### config.mk
export PLATFORM = sky130hd
export DESIGN_NAME = dbg_host_loader_flat
export DESIGN_NICKNAME = d
export VERILOG_FILES = /design/src/rtl/dbg_host_loader_if.sv /design/src/rtl/dbg_host_loader.sv /design/src/flat_wrapper.sv
export SDC_FILE = /design/constraint.sdc
export NUM_CORES = 1
export LEC_CHECK = 0
export CORE_MARGIN = 1.5
export CORE_UTILIZATION = 50
export CTS_BUF_LIST = sky130_fd_sc_hd__clkbuf_16
export DETAILED_ROUTE_END_ITERATION = 8
export PLACE_DENSITY = 0.75
export SLEW_MARGIN = 40
export SYNTH_ARGS = -nofsm -noshare
export SYNTH_HDL_FRONTEND = slang
export SYNTH_SLANG_ARGS = --single-unit
### constraint.sdc
create_clock -name clk -period 4.8 [get_ports clk]
set_clock_uncertainty 0.2 [all_clocks]
set_input_delay 0.72 -clock clk [delete_from_list [all_inputs] [get_ports clk]]
set_output_delay 0.72 -clock clk [all_outputs]
set_load 0.05 [all_outputs]
### src/rtl/dbg_host_loader_if.sv
// Byte-stream link between dbg_host_loader and the uart pair.
// master: the host loader (drives tx_data/tx_valid and rx_ready).
// slave:  the uart side (drives tx_ready and rx_data/rx_valid).
interface dbg_host_loader_if;
    logic [7:0] tx_data;
    logic       tx_valid;
    logic       tx_ready;
    logic [7:0] rx_data;
    logic       rx_valid;
    logic       rx_ready;

    modport master (
        output tx_data,
        output tx_valid,
        input  tx_ready,
        input  rx_data,
        input  rx_valid,
        output rx_ready
    );

    modport slave (
        input  tx_data,
        input  tx_valid,
        output tx_ready,
        output rx_data,
        output rx_valid,
        input  rx_ready
    );
endinterface

### src/rtl/dbg_host_loader.sv
// Host-side initiator for the UART debug command protocol. Loads a ROM image into the
// target (0xAA writes), runs it (0xCC), waits run_cycles, halts it (0xDD) and reads one
// register back (0xBB).
// Optional feature macro: DBG_HOST_RESET_EN -- when defined, each sequence starts with a
// 0xEE reset command that must be acknowledged before loading.
module dbg_host_loader #(
    parameter int unsigned ROM_AW      = 8,
    parameter int unsigned ADDR_SHIFT  = 2,
    parameter int unsigned TIMEOUT_CYC = 2000000
) (
    input  logic                 clk,
    input  logic                 rst_n,
    input  logic                 start,
    input  logic [ROM_AW:0]      prog_words,
    input  logic [31:0]          run_cycles,
    input  logic [4:0]           reg_sel,
    output logic [ROM_AW-1:0]    rom_addr,
    input  logic [31:0]          rom_data,
    dbg_host_loader_if.master    link,
    output logic                 busy,
    output logic                 done,
    output logic                 error,
    output logic [1:0]           err_code,
    output logic [31:0]          reg_value
);

    localparam logic [7:0]  CmdWrite   = 8'hAA;
    localparam logic [7:0]  CmdRead    = 8'hBB;
    localparam logic [7:0]  CmdRun     = 8'hCC;
    localparam logic [7:0]  CmdHalt    = 8'hDD;
`ifdef DBG_HOST_RESET_EN
    localparam logic [7:0]  CmdReset   = 8'hEE;
`endif
    localparam logic [1:0]  ErrNone    = 2'd0;
    localparam logic [1:0]  ErrAck     = 2'd1;
    localparam logic [1:0]  ErrTimeout = 2'd2;
    localparam logic [31:0] TimeoutLast = 32'(TIMEOUT_CYC - 1);

    typedef enum logic [3:0] {
        StIdle,
`ifdef DBG_HOST_RESET_EN
        StRstTx,
        StRstAck,
`endif
        StLoadChk,
        StRomRd,
        StWrTx,
        StWrAck,
        StRunTx,
        StRunAck,
        StRunWait,
        StHaltTx,
        StHaltAck,
        StRdTx,
        StRdRx,
        StDone,
        StErr
    } state_e;

    state_e          state_q, state_d;
    logic [31:0]     cnt_q, cnt_d;
    logic [2:0]      byte_q, byte_d;
    logic [ROM_AW:0] idx_q, idx_d;
    logic [31:0]     word_q, word_d;
    logic [ROM_AW:0] prog_words_q, prog_words_d;
    logic [31:0]     run_cycles_q, run_cycles_d;
    logic [4:0]      reg_sel_q, reg_sel_d;
    logic [31:0]     reg_value_q, reg_value_d;
    logic            done_q, done_d;
    logic            error_q, error_d;
    logic [1:0]      err_code_q, err_code_d;

    logic [15:0]     wr_addr;
    logic [7:0]      wr_byte;
    logic            in_wait;
    logic            ack_bad;

    // Target byte address of the current word; upper bits beyond 16 are dropped.
    assign wr_addr = 16'(32'(idx_q) << ADDR_SHIFT);

    assign rom_addr  = idx_q[ROM_AW-1:0];
    assign busy      = (state_q != StIdle);
    assign done      = done_q;
    assign error     = error_q;
    assign err_code  = err_code_q;
    assign reg_value = reg_value_q;

    // Select the byte of the 7-byte write command being presented.
    always_comb begin
        wr_byte = word_q[7:0];
        case (byte_q)
            3'd0:    wr_byte = CmdWrite;
            3'd1:    wr_byte = wr_addr[15:8];
            3'd2:    wr_byte = wr_addr[7:0];
            3'd3:    wr_byte = word_q[31:24];
            3'd4:    wr_byte = word_q[23:16];
            3'd5:    wr_byte = word_q[15:8];
            default: wr_byte = word_q[7:0];
        endcase
    end

    // Next-state, link outputs and datapath updates.
    always_comb begin
        state_d       = state_q;
        cnt_d         = cnt_q;
        byte_d        = byte_q;
        idx_d         = idx_q;
        word_d        = word_q;
        prog_words_d  = prog_words_q;
        run_cycles_d  = run_cycles_q;
        reg_sel_d     = reg_sel_q;
        reg_value_d   = reg_value_q;
        done_d        = done_q;
        error_d       = error_q;
        err_code_d    = err_code_q;
        link.tx_valid = 1'b0;
        link.tx_data  = 8'h00;
        link.rx_ready = 1'b0;
        in_wait       = 1'b0;
        ack_bad       = 1'b0;

        unique case (state_q)
            StIdle: begin
                // Stray bytes are drained while idle.
                link.rx_ready = 1'b1;
                if (start) begin
                    prog_words_d = prog_words;
                    run_cycles_d = run_cycles;
                    reg_sel_d    = reg_sel;
                    idx_d        = '0;
                    done_d       = 1'b0;
                    error_d      = 1'b0;
                    err_code_d   = ErrNone;
`ifdef DBG_HOST_RESET_EN
                    state_d      = StRstTx;
`else
                    state_d      = StLoadChk;
`endif
                end
            end
`ifdef DBG_HOST_RESET_EN
            StRstTx: begin
                link.tx_valid = 1'b1;
                link.tx_data  = CmdReset;
                if (link.tx_ready) state_d = StRstAck;
            end
            StRstAck: begin
                link.rx_ready = 1'b1;
                in_wait       = 1'b1;
                if (link.rx_valid) begin
                    if (link.rx_data == CmdReset) state_d = StLoadChk;
                    else                          ack_bad = 1'b1;
                end
            end
`endif
            StLoadChk: begin
                if (idx_q == prog_words_q) state_d = StRunTx;
                else                       state_d = StRomRd;
            end
            StRomRd: begin
                // rom_addr has been stable since LOAD_CHK, so rom_data is valid now.
                word_d  = rom_data;
                state_d = StWrTx;
            end
            StWrTx: begin
                link.tx_valid = 1'b1;
                link.tx_data  = wr_byte;
                if (link.tx_ready) begin
                    if (byte_q == 3'd6) state_d = StWrAck;
                    else                byte_d  = byte_q + 3'd1;
                end
            end
            StWrAck: begin
                link.rx_ready = 1'b1;
                in_wait       = 1'b1;
                if (link.rx_valid) begin
                    if (link.rx_data == CmdWrite) begin
                        idx_d   = idx_q + 1'b1;
                        state_d = StLoadChk;
                    end else begin
                        ack_bad = 1'b1;
                    end
                end
            end
            StRunTx: begin
                link.tx_valid = 1'b1;
                link.tx_data  = CmdRun;
                if (link.tx_ready) state_d = StRunAck;
            end
            StRunAck: begin
                link.rx_ready = 1'b1;
                in_wait       = 1'b1;
                if (link.rx_valid) begin
                    if (link.rx_data != CmdRun)    ack_bad = 1'b1;
                    else if (run_cycles_q == '0)   state_d = StHaltTx;
                    else                           state_d = StRunWait;
                end
            end
            StRunWait: begin
                cnt_d = cnt_q + 32'd1;
                if (cnt_q == run_cycles_q - 32'd1) state_d = StHaltTx;
            end
            StHaltTx: begin
                link.tx_valid = 1'b1;
                link.tx_data  = CmdHalt;
                if (link.tx_ready) state_d = StHaltAck;
            end
            StHaltAck: begin
                link.rx_ready = 1'b1;
                in_wait       = 1'b1;
                if (link.rx_valid) begin
                    if (link.rx_data == CmdHalt) state_d = StRdTx;
                    else                         ack_bad = 1'b1;
                end
            end
            StRdTx: begin
                link.tx_valid = 1'b1;
                link.tx_data  = (byte_q == 3'd0) ? CmdRead : {3'b000, reg_sel_q};
                if (link.tx_ready) begin
                    if (byte_q == 3'd1) state_d = StRdRx;
                    else                byte_d  = byte_q + 3'd1;
                end
            end
            StRdRx: begin
                link.rx_ready = 1'b1;
                in_wait       = 1'b1;
                if (link.rx_valid) begin
                    reg_value_d = {reg_value_q[23:0], link.rx_data};
                    cnt_d       = '0;
                    if (byte_q == 3'd3) state_d = StDone;
                    else                byte_d  = byte_q + 3'd1;
                end
            end
            StDone: begin
                done_d  = 1'b1;
                state_d = StIdle;
            end
            StErr: begin
                error_d = 1'b1;
                state_d = StIdle;
            end
            default: state_d = StIdle;
        endcase

        // Shared response supervision for every state that waits on the target.
        if (ack_bad) begin
            state_d    = StErr;
            err_code_d = ErrAck;
        end else if (in_wait && !link.rx_valid) begin
            if (cnt_q == TimeoutLast) begin
                state_d    = StErr;
                err_code_d = ErrTimeout;
            end else begin
                cnt_d = cnt_q + 32'd1;
            end
        end

        // Every state entry restarts the cycle and byte counters.
        if (state_d != state_q) begin
            cnt_d  = '0;
            byte_d = '0;
        end
    end

    // FSM state register.
    always_ff @(posedge clk or negedge rst_n) begin
        if (!rst_n) state_q <= StIdle;
        else        state_q <= state_d;
    end

    // Counters, sampled sequence parameters and result registers.
    always_ff @(posedge clk or negedge rst_n) begin
        if (!rst_n) begin
            cnt_q        <= '0;
            byte_q       <= '0;
            idx_q        <= '0;
            word_q       <= '0;
            prog_words_q <= '0;
            run_cycles_q <= '0;
            reg_sel_q    <= '0;
            reg_value_q  <= '0;
            done_q       <= 1'b0;
            error_q      <= 1'b0;
            err_code_q   <= ErrNone;
        end else begin
            cnt_q        <= cnt_d;
            byte_q       <= byte_d;
            idx_q        <= idx_d;
            word_q       <= word_d;
            prog_words_q <= prog_words_d;
            run_cycles_q <= run_cycles_d;
            reg_sel_q    <= reg_sel_d;
            reg_value_q  <= reg_value_d;
            done_q       <= done_d;
            error_q      <= error_d;
            err_code_q   <= err_code_d;
        end
    end

endmodule
### src/flat_wrapper.sv
// flat-port wrapper written by rule: the top's interface ports become plain ports
module dbg_host_loader_flat 
#(
    parameter int unsigned ROM_AW      = 8,
    parameter int unsigned ADDR_SHIFT  = 2,
    parameter int unsigned TIMEOUT_CYC = 2000000
)
  (clk, rst_n, start, prog_words, run_cycles, reg_sel, rom_addr, rom_data, busy, done, error, err_code, reg_value, link_tx_data, link_tx_valid, link_tx_ready, link_rx_data, link_rx_valid, link_rx_ready);
  dbg_host_loader_if link_i ();
  input  logic clk;
  input  logic rst_n;
  input  logic start;
  input  logic [ROM_AW:0] prog_words;
  input  logic [31:0] run_cycles;
  input  logic [4:0] reg_sel;
  output logic [ROM_AW-1:0] rom_addr;
  input  logic [31:0] rom_data;
  output logic busy;
  output logic done;
  output logic error;
  output logic [1:0] err_code;
  output logic [31:0] reg_value;
  output wire logic [$bits(link_i.tx_data)-1:0] link_tx_data;
  output wire logic [$bits(link_i.tx_valid)-1:0] link_tx_valid;
  input wire logic [$bits(link_i.tx_ready)-1:0] link_tx_ready;
  input wire logic [$bits(link_i.rx_data)-1:0] link_rx_data;
  input wire logic [$bits(link_i.rx_valid)-1:0] link_rx_valid;
  output wire logic [$bits(link_i.rx_ready)-1:0] link_rx_ready;
  assign link_tx_data = link_i.tx_data;
  assign link_tx_valid = link_i.tx_valid;
  assign link_i.tx_ready = link_tx_ready;
  assign link_i.rx_data = link_rx_data;
  assign link_i.rx_valid = link_rx_valid;
  assign link_rx_ready = link_i.rx_ready;
  dbg_host_loader #(.ROM_AW(ROM_AW), .ADDR_SHIFT(ADDR_SHIFT), .TIMEOUT_CYC(TIMEOUT_CYC)) u_core (.clk(clk), .rst_n(rst_n), .start(start), .prog_words(prog_words), .run_cycles(run_cycles), .reg_sel(reg_sel), .rom_addr(rom_addr), .rom_data(rom_data), .link(link_i), .busy(busy), .done(done), .error(error), .err_code(err_code), .reg_value(reg_value));
endmodule
==> reports/metrics.csv, run 1 <==
metric,value,unit
status,completed,
yosysWarnings,0,
ant_nets,0,
synth_edf_count,0,
ys_types,80,
relSlewSlack,0.4933,
hold_buffers,0,
grt_usage,0.2558,
hp-class,flip-flop to flip-flop,
grt.overflow.total,0,
cts_buffer_depth,2,
cp-end-kind,flip-flop,
max_cap_violations,0,
cp_max_fo,35,
p_sw,3.177,mW
initial_core_util,0.5089,
synthFlopType,dfrtp_1,
worstPathRequired,4.93,ns
synthToLayoutAreaGrowth,22.50,%
syn_nets,1173,
p_per_area,589.3,nW/µm²
setup_viol,0,
async_flop_share,1.000,
io_pins,146,
p_seq_frac,0.337,
wl_per_cell,17.20,µm
place_hpwl,17030,µm
wirelength,24610,µm
die_y,141.0,µm
tritoncts,done,
multi_input_comb_area,5055,µm²
cts.clk_slew.worst_paths,0.07,ns
post-route-min-period,4.160,ns
rows,50,
clk_latency,0.44,ns
combPwrFrac,0.466,
dieArea,19880,µm²
cts-buffers-inserted,17,
numPortBuffers,145,
clkPwrFrac,0.197,
drt_first_pass_iters,6,
p_leak,4.965,nW
rsz0062_at_grt,false,
final_cell_mix,"nand2_1, dfrtp_1, clkdlybuf4s50_1",
start_kind,input port,
worstMarginPinSlew,0.7559,ns
dieWidth,141.0,µm
h-tree-depth,4,
r2r_setup_slack,0.80,ns
root_buffer,clkbuf_16,
grt_pass1_vias,8167,
ir_drop,316.2,µV
vias_per_cell,5.841,
crit_start,link_rx_data[0],
drive_gt1_frac,0.1261,
cts-resized-gates,0,
sw_frac_of_total,0.4623,
num-fill-cells,1570,
ys_ff_latch,162,
r2r_start,u_core.run_cycles_q[0],
antennaDiodeCount,0,
setup_tns,0,ns
maxClockFrequency,240.4,MHz
grt_pass1_wl,40700,µm
hold_start,u_core.reg_value[31],
syn_inst,1074,
fin_crit_sh,0.8667,
slew_viol_final,0,
final_common_cell,nand2_1,
area.sequential,4054,µm²
drt-initial-drc-count,506,
syn_area,9519,µm²
ys_top_cells_by_area,"dfrtp_1, nand2_1, mux2_2, xnor2_1, nor2_1",
ys_seq_area_frac,0.4259,
grt_max_degree,109,
post_cts_buffers,0,
totalPowerFinal,6.872,mW
vias,8358,
coreArea,18710,µm²
critPathKind,input port to flip-flop,
p_int,3.695,mW
antenna_found_initial,0,
fin_nets,1283,
cts_num_sinks,162,
yosysTopAreaCell,dfrtp_1,
synth_top_area_frac,0.4259,
critical_path_arrival,4.29,ns
avgSynthCellArea,8.863,µm²
gp_congestion,0.9053,
drc,0,
finalHoldViolCount,0,
-- synth_stat cells (3+ instances only) --
library cell    n
nand2_1       284
dfrtp_1       162
nor2_1         65
clkbuf_1       48
a21oi_1        44
mux2_2         43
o21ai_0        37
nand3_1        34
xnor2_1        30
xor2_1         22
nor3_1         21
nor3_2         21
nand4_1        17
and3_1         15
inv_1          14
nor4_1         14
nand3b_1       13
buf_4          10
or3_1          10
buf_6           9
a211oi_2        8
ha_1            8
nand2b_1        8
o211ai_1        8
mux2i_1         7
or4_1           7
a22oi_1         5
nor2b_1         5
nor4b_1         5
a2111oi_2       4
a21o_1          4
a221oi_1        4
and2_1          4
nor4_2          4
o31a_1          4
o31ai_1         4
or2_2           4
and3b_1         3
buf_2           3
nor3b_1         3
nor4_4          3
o21ai_1         3
-- per-stage QoR --
| step | instance area [µm²] | std cells | utilization | setup WS (ns) | hold WS (ns) |
|---|---|---|---|---|---|
| finish | 11660 | 1431 | 0.6234 | 0.6399 | 0.2724 |
| global route | 11660 | 1431 | 0.6234 | 0.5032 | 0.3152 |
| CTS | 11620 | 1429 | 0.6211 | 0.6642 | 0.1758 |
| detailed placement | 11030 | 1397 | 0.5898 | 0.2151 | 0.2575 |
| global placement | 11020 | 1397 | 0.5894 | 0.2779 | 0.2558 |
| floorplan | 9519 | 1074 | - | 0.5265 | 0.2244 |
-- worst max-delay path, cell delays in order --
cell and delay, ns:
clkdlybuf4s50_1 0.47, or2_2 0.33, or4_1 0.58, or4_1 0.47, nand2_1 0.17, nor3_1 0.07
and3b_1 0.19, mux2i_1 0.13, or4_4 0.79, a2111oi_2 0.36
-- state kept, by name (all words and copies together), names as in the netlist --
name,count
u_core.word_q,32
u_core.cnt_q,32
u_core.reg_value,32
u_core.err_code,2
u_core.done,1
u_core.run_cycles_q,32
u_core.reg_sel_q,5
u_core.state_q,4
u_core.prog_words_q,9
u_core.idx_q,9
u_core.error,1
u_core.byte_q,3
-- cells by family after synthesis --
kind of cell,after synthesis,synth area share
AND/OR/NAND/NOR,557,0.2959
flip-flops,162,0.4259
AO/OA/AOI/OAI,159,0.1163
buffers and inverters,86,0.04535
XOR/XNOR,52,0.04784
multiplexers,50,0.05823
adder cells (fa/ha/maj),8,0.01052
-- power by group through the flow --
stage / Sequential [mW] / Combinational [mW] / Clock, mW
global route: 2.39 / 3.47 / 1.42
CTS: 2.31 / 3.19 / 1.37
detailed placement: 2.33 / 3.18 / 0
global placement: 2.31 / 3.12 / 0
floorplan: 2.55 / 2.09 / 0
finish: 2.32 / 3.20 / 1.35
-- layout make-up --
class | instances | area share
Clock inverter | 15 | 0.01373
Multi-Input combinational cell | 826 | 0.4335
Tap cell | 234 | 0.02511
Clock buffer | 17 | 0.03648
Inverter | 14 | 0.004506
Sequential cell | 162 | 0.3476
Timing Repair Buffer | 163 | 0.1391
-- final timing paths --
kind	cells past startpoint	to
setup / recovery	10	u_core.cnt_q[10]
hold / removal	2	u_core.reg_value[31]
setup reg to reg	12	u_core.cnt_q[10]
hold reg to reg	2	u_core.reg_value[31]
max in group asynchronous	3	u_core.run_cycles_q[28]
min in group asynchronous	2	u_core.prog_words_q[6]
-- routing by layer --
metal,track usage,part of all wire,vias to the layer above
met1,0.3479,0.45,4084
met4,0.08333,0.020,0
met2,0.4177,0.48,268
met5,0,0,-
met3,0.04314,0.050,35
li1,-,-,3971
Note: power is estimated with default switching activity, not from simulation.
==> inputs of run 2 (changes only) <==
- CORE_UTILIZATION: 50 -> 55
- MAX_ROUTING_LAYER: not set -> met4
- PLACE_DENSITY: 0.75 -> 0.81
==> run 2 against run 1 <==
First-iteration DRC count increased by 51%; clock-buffer cell count unchanged; core utilization grew 7.0 points; largest power group unchanged.
==> reports/metrics.csv, run 2 (synthesis results as in run 1) <==
metric,value,unit,change
status,completed,,
p_seq_frac,0.341,,+0.004
die_y,134.6,µm,-4.6%
final_cell_mix,"nand2_1, dfrtp_1, clkdlybuf4s50_1",,
placed_area,11010,µm²,-0.18%
maxClockFrequency,233.9,MHz,-2.7%
cp_slowest_cell,clkdlybuf4s50_1,,
cp-endpoint,link_tx_data[5],,
io_pins,146,,unchanged
rsz0062_at_grt,false,,
drive_gt1_frac,0.1230,,-0.003136
place_hpwl,16660,µm,-2.2%
dieWidth,134.6,µm,-4.6%
drt_first_pass_iters,6,,unchanged
cts.clk_slew.worst_paths,0.07,ns,about the same
setup_viol,0,,unchanged
drt-initial-drc-count,762,,+51%
dpl_worst_slack,0.1982,ns,-0.01689 ns
p_per_area,587.4,nW/µm²,-0.32%
reg2reg_depth,11,,-1
p_int,3.718,mW,+0.61%
final_area,11620,µm²,-0.34%
post_cts_buffers,0,,unchanged
synthToLayoutAreaGrowth,22.08,%,
critical_path_arrival,3.36,ns,-0.93 ns
combPwrFrac,0.463,,-0.003
finalHoldViolCount,0,,unchanged
antennaDiodeCount,0,,unchanged
p_sw,3.108,mW,-2.1%
clk_latency,0.43,ns,about the same
final_common_cell,nand2_1,,
final_core_util,0.6934,,+0.06998
dieArea,18110,µm²,-8.9%
wl_per_cell,16.85,µm,-2.0%
gp_congestion,0.9367,,+3.5%
grt_pass1_vias,7930,,-2.9%
vias,8468,,+1.3%
grt_usage,0.2775,,+0.02180
clkPwrFrac,0.196,,about the same
sw_frac_of_total,0.4554,,-0.006911
post-route-min-period,4.276,ns,+0.1159 ns
grt_max_degree,106,,-2.8%
root_buffer,clkbuf_16,,
fin_crit_sh,0.8908,,+0.02414
worstPathRequired,3.88,ns,-1.05 ns
p_leak,4.946,nW,-0.38%
coreArea,16760,µm²,-10%
drc,0,,unchanged
slew_viol_final,0,,unchanged
hp-class,flip-flop to flip-flop,,
ant_nets,0,,unchanged
setup_ws,0.5240,ns,-0.1159 ns
antenna_found_initial,0,,unchanged
cts_num_sinks,162,,unchanged
cp_max_fo,21,,-40%
setup_tns,0,ns,unchanged
initial_core_util,0.5680,,+0.05908
cts_buffer_depth,2,,unchanged
critical_path.cell_chain,buf_4 -> inv_1 -> ha_1 -> buf_4 -> nor4_1 -> buf_4 -> a21oi_1 -> o21ai_0 -> a22oi_1 -> nor2_1 -> clkdlybuf4s50_1,,
r2r_start,u_core.run_cycles_q[0],,
start_kind,flip-flop,,
tritoncts,done,,
critPathKind,flip-flop to output pin,,
relSlewSlack,0.4611,,-0.03225
timing.rr.end,u_core.cnt_q[6],,
numPortBuffers,145,,unchanged
grt_pass1_wl,39210,µm,-3.7%
critPathMostFrequentCell,buf_4,,
worstMarginPinSlew,0.8010,ns,+0.04511 ns
grt.overflow.total,0,,unchanged
r2r_setup_slack,0.55,ns,-0.25 ns
ir_drop,404.1,µV,+28%
cts-buffers-inserted,17,,unchanged
fin_nets,1281,,-0.16%
rows,47,,-6.0%
max_stage_delay,0.82,ns,+0.03 ns
h-tree-depth,4,,unchanged
whs,0.2733,ns,+0.0009440 ns
cp-end-kind,output pin,,
wirelength,23840,µm,-3.1%
crit_start,u_core.byte_q[2],,
vias_per_cell,5.984,,+2.5%
max_cap_violations,0,,unchanged
run 2: critical path: cells and delay by family (launching register included):
family | cells | cell delay [ns]
adders and majority gates | 1 | 0.20
DFF | 1 | 0.32
and+or+nand+nor | 2 | 0.43
buffers and inverters | 5 | 1.63
AOI/OAI and AO/OA | 3 | 0.32
run 2: worst min-delay path by stage:
| stage | from | endpoint | slack, ns | cells past startpoint |
|---|---|---|---|---|
| 2_1_floorplan | rst_n | u_core.byte_q[0] | 0.22 | 0 |
| 3_3_place_gp | u_core.reg_sel_q[3] | u_core.reg_sel_q[3] | 0.26 | 2 |
| 3_5_place_dp | u_core.reg_sel_q[3] | u_core.reg_sel_q[3] | 0.26 | 2 |
| 4_1_cts | rst_n | u_core.run_cycles_q[10] | 0.18 | 1 |
| 5_1_grt | u_core.reg_value[31] | u_core.reg_value[31] | 0.30 | 2 |
| 6_report | u_core.reg_value[31] | u_core.reg_value[31] | 0.27 | 2 |
run 2: per-stage QoR:
stage	instances	power, mW
4_1_cts	1413	6.826
5_1_grt	1415	7.222
2_1_floorplan	1074	4.638
3_3_place_gp	1380	5.397
6_report	1415	6.826
3_5_place_dp	1381	5.473
run 2: cell type report:
type,count,area (µm²)
Multi-Input combinational cell,826,5049
Clock buffer,17,425.4
Clock inverter,15,146.4
Timing Repair Buffer,161,1619
Inverter,14,52.55
Tap cell,220,275.3
Sequential cell,162,4054
Fill cell,1346,5139
run 2: what timing repair did:
action | 4_1_cts | 5_1_grt
endpoints found under the hold margin | 0 | 25
resized for setup | 0 | 0
hold buffers | 0 | 1
run 2: metal layers:
| layer | up-vias | GRT usage | share of wire |
|---|---|---|---|
| met5 | - | - | 0 |
| met4 | 0 | 0.08781 | 0.020 |
| met3 | 46 | 0.04617 | 0.062 |
| met2 | 331 | 0.4302 | 0.48 |
| met1 | 4129 | 0.3755 | 0.44 |
| li1 | 3962 | - | - |
run 2: power groups by stage:
stage	sequential [mW]	combinational (mW)	clock, mW
floorplan	2.55	2.09	0
finish	2.33	3.16	1.34
CTS	2.32	3.16	1.35
detailed placement	2.34	3.13	0
global route	2.40	3.41	1.41
global placement	2.32	3.07	0
==> inputs of run 3 (changes only) <==
- ABC_AREA: not set -> 1
- SKIP_CTS_REPAIR_TIMING: not set -> 1
==> run 3 against run 2 <==
Cell area rose by 1.0%; first-iteration DRC count fell by 25%; largest cell class unchanged; final cell count rose by 17%; sequential power barely moved; sequential share of layout area fell by 0.35 points; critical path type unchanged; register-to-register slack improved by 0.74 ns; via count rose by 5.5%; area after synthesis rose by 0.68%; global-route usage rose by 2.4 points; die area rose by 0.66%.
==> reports/metrics.csv, run 3 <==
metric,value,unit,change
status,completed,,
wirelength,25720,µm,+7.9%
syn_nets,1391,,+19%
grt_max_degree,96,,-9.4%
synthFlopType,dfrtp_1,,
fin_crit_sh,0.8405,,-0.05035
worstMarginPinSlew,0.7391,ns,-0.06192 ns
cp_max_fo,11,,-48%
setup_viol,0,,unchanged
initial_core_util,0.5580,,-0.009989
relSlewSlack,0.5073,,+0.04620
dieWidth,135.0,µm,+0.33%
grt_usage,0.3018,,+0.02423
final_area,11740,µm²,+1.0%
setup_ws,0.7657,ns,+0.2417 ns
p_int,3.791,mW,+2.0%
fin_nets,1514,,+18%
synth_top_area_frac,0.4230,,-0.002891
synthTopCellsByCount,"nand2_1, dfrtp_1, inv_1, nor2_1, o21ai_0",,
hp-class,input port to asynchronous set/reset pin,,
antenna_found_initial,0,,unchanged
cp-end-kind,output pin,,
avgSynthCellArea,7.418,µm²,-16%
reg2reg_depth,20,,+9
tritoncts,done,,
start_kind,flip-flop,,
cts_buffer_depth,2,,unchanged
yosysWarnings,0,,unchanged
drive_gt1_frac,0.09257,,-0.03045
numPortBuffers,145,,unchanged
grt_pass1_vias,8688,,+9.6%
root_buffer,clkbuf_16,,
async_flop_share,1.000,,unchanged
post-route-min-period,4.034,ns,-0.2417 ns
ir_drop,500.3,µV,+24%
ys_ff_latch,162,,unchanged
drt-initial-drc-count,570,,-25%
synth_edf_count,0,,unchanged
placed_area,11160,µm²,+1.3%
synthToLayoutAreaGrowth,22.48,%,
r2r_setup_slack,1.29,ns,+0.74 ns
syn_area,9584,µm²,+0.68%
setup_tns,0,ns,unchanged
cp-endpoint,link_tx_data[1],,
h-tree-depth,4,,unchanged
vias,8932,,+5.5%
totalPowerFinal,7.045,mW,+3.2%
combPwrFrac,0.480,,+0.017
sw_frac_of_total,0.4619,,+0.006521
critical_path_arrival,3.11,ns,-0.25 ns
synth_most_common_cell,nand2_1,,
coreArea,17180,µm²,+2.5%
final_cell_mix,"nand2_1, dfrtp_1, clkdlybuf4s50_1",,
syn_inst,1292,,+20%
p_per_area,600.2,nW/µm²,+2.2%
place_hpwl,19050,µm,+14%
dpl_worst_slack,1.203,ns,+1.005 ns
ant_nets,0,,unchanged
die_y,135.0,µm,+0.33%
ys_top_cells_by_area,"dfrtp_1, nand2_1, inv_1, nor2_1, mux2_2",,
io_pins,146,,unchanged
crit_start,u_core.byte_q[0],,
r2r_start,u_core.run_cycles_q[0],,
maxClockFrequency,247.9,MHz,+6.0%
gp_congestion,0.9607,,+2.6%
final_common_cell,nand2_1,,
cts_num_sinks,162,,unchanged
slew_viol_final,0,,unchanged
critPathKind,flip-flop to output pin,,
yosysTopAreaCell,dfrtp_1,,
clk_latency,0.43,ns,about the same
grt_pass1_wl,41990,µm,+7.1%
max_cap_violations,0,,unchanged
cts.clk_slew.worst_paths,0.07,ns,about the same
p_leak,5.578,nW,+13%
dieArea,18230,µm²,+0.66%
drc,0,,unchanged
rows,48,,+2.1%
wl_per_cell,15.58,µm,-7.5%
p_seq_frac,0.326,,-0.015
p_sw,3.254,mW,+4.7%
antennaDiodeCount,0,,unchanged
grt.overflow.total,0,,unchanged
vias_per_cell,5.410,,-9.6%
timing.rr.end,u_core.cnt_q[18],,
clkPwrFrac,0.194,,-0.002
finalHoldViolCount,0,,unchanged
drt_first_pass_iters,5,,-1
cts-buffers-inserted,17,,unchanged
ys_seq_area_frac,0.4230,,-0.002891
worstPathRequired,3.88,ns,about the same
ys_types,51,,-36%
rsz0062_at_grt,false,,
-- run 3: changes by cell type in the layout (fill, tap and decap cells not counted), sizes merged, moves of 13 or more --
cell	delta
inv	+119
xnor2	-17
nor3	-30
and3	-14
nor2	+91
o21ai	+33
nor4	-13
a21oi	-25
nand3	+28
nand2	+169
-- run 3: stage by stage --
| step | instances | hold slack (ns) | util |
|---|---|---|---|
| final | 1651 | 0.1203 | 0.6834 |
| after global routing | 1651 | 0.1765 | 0.6834 |
| after CTS | 1651 | 0.1483 | 0.6833 |
| after detailed placement | 1621 | 0.2573 | 0.6496 |
| after global placement | 1621 | 0.2527 | 0.6494 |
| after floorplan | 1292 | 0.2244 | - |
-- run 3: power by group through the flow --
stage	combinational [mW]	sequential, mW	clock [mW]
3_5_place_dp	3.35	2.31	0
2_1_floorplan	2.11	2.57	0
5_1_grt	3.70	2.35	1.44
6_report	3.38	2.30	1.37
4_1_cts	3.38	2.29	1.37
3_3_place_gp	3.29	2.29	0
-- run 3: kinds of logic after synthesis --
kind of cell,Yosys count,synth area share
buffers and inverters,185,0.07911
adder cells (fa/ha/maj),8,0.01044
flip-flops,162,0.4230
XOR/XNOR,36,0.03433
AO/OA/AOI/OAI,139,0.08786
multiplexers,33,0.03877
AND/OR/NAND/NOR,729,0.3265
-- run 3: worst min-delay path by stage --
stage,endpoint,cells after the start,start
floorplan,u_core.byte_q[0],0,rst_n
finish,u_core.reg_value[26],1,rst_n
CTS,u_core.reg_value[26],1,rst_n
global placement,u_core.reg_value[28],2,u_core.reg_value[28]
detailed placement,u_core.reg_value[27],2,u_core.reg_value[27]
global route,u_core.reg_value[26],1,rst_n
-- run 3: final cells by class --
type	count	area [µm²]
flip-flops and latches	162	4054
inverters	137	514.2
fillers	1502	5438
well taps	225	281.5
clock buffers	17	425.4
multi-input cells	945	4777
clock inverters	13	152.6
repair buffers	152	1534
-- run 3: per-layer routing --
layer,up-vias,GRT usage,part of all wire
li1,4375,-,-
met1,4221,0.3801,0.43
met2,302,0.4963,0.48
met3,34,0.06456,0.066
met4,0,0.08005,0.018
met5,-,-,0
-- run 3: worst max-delay path: stages, from the launching register on --
cell             delay [ns]
dfrtp_1                0.42
ha_1                   0.22
ha_1                   0.35
nor4_1                 0.34
buf_4                  0.21
nand2_1                0.06
o2111ai_1              0.11
nand2_1                0.09
nand2_1                0.09
clkdlybuf4s50_1        0.80
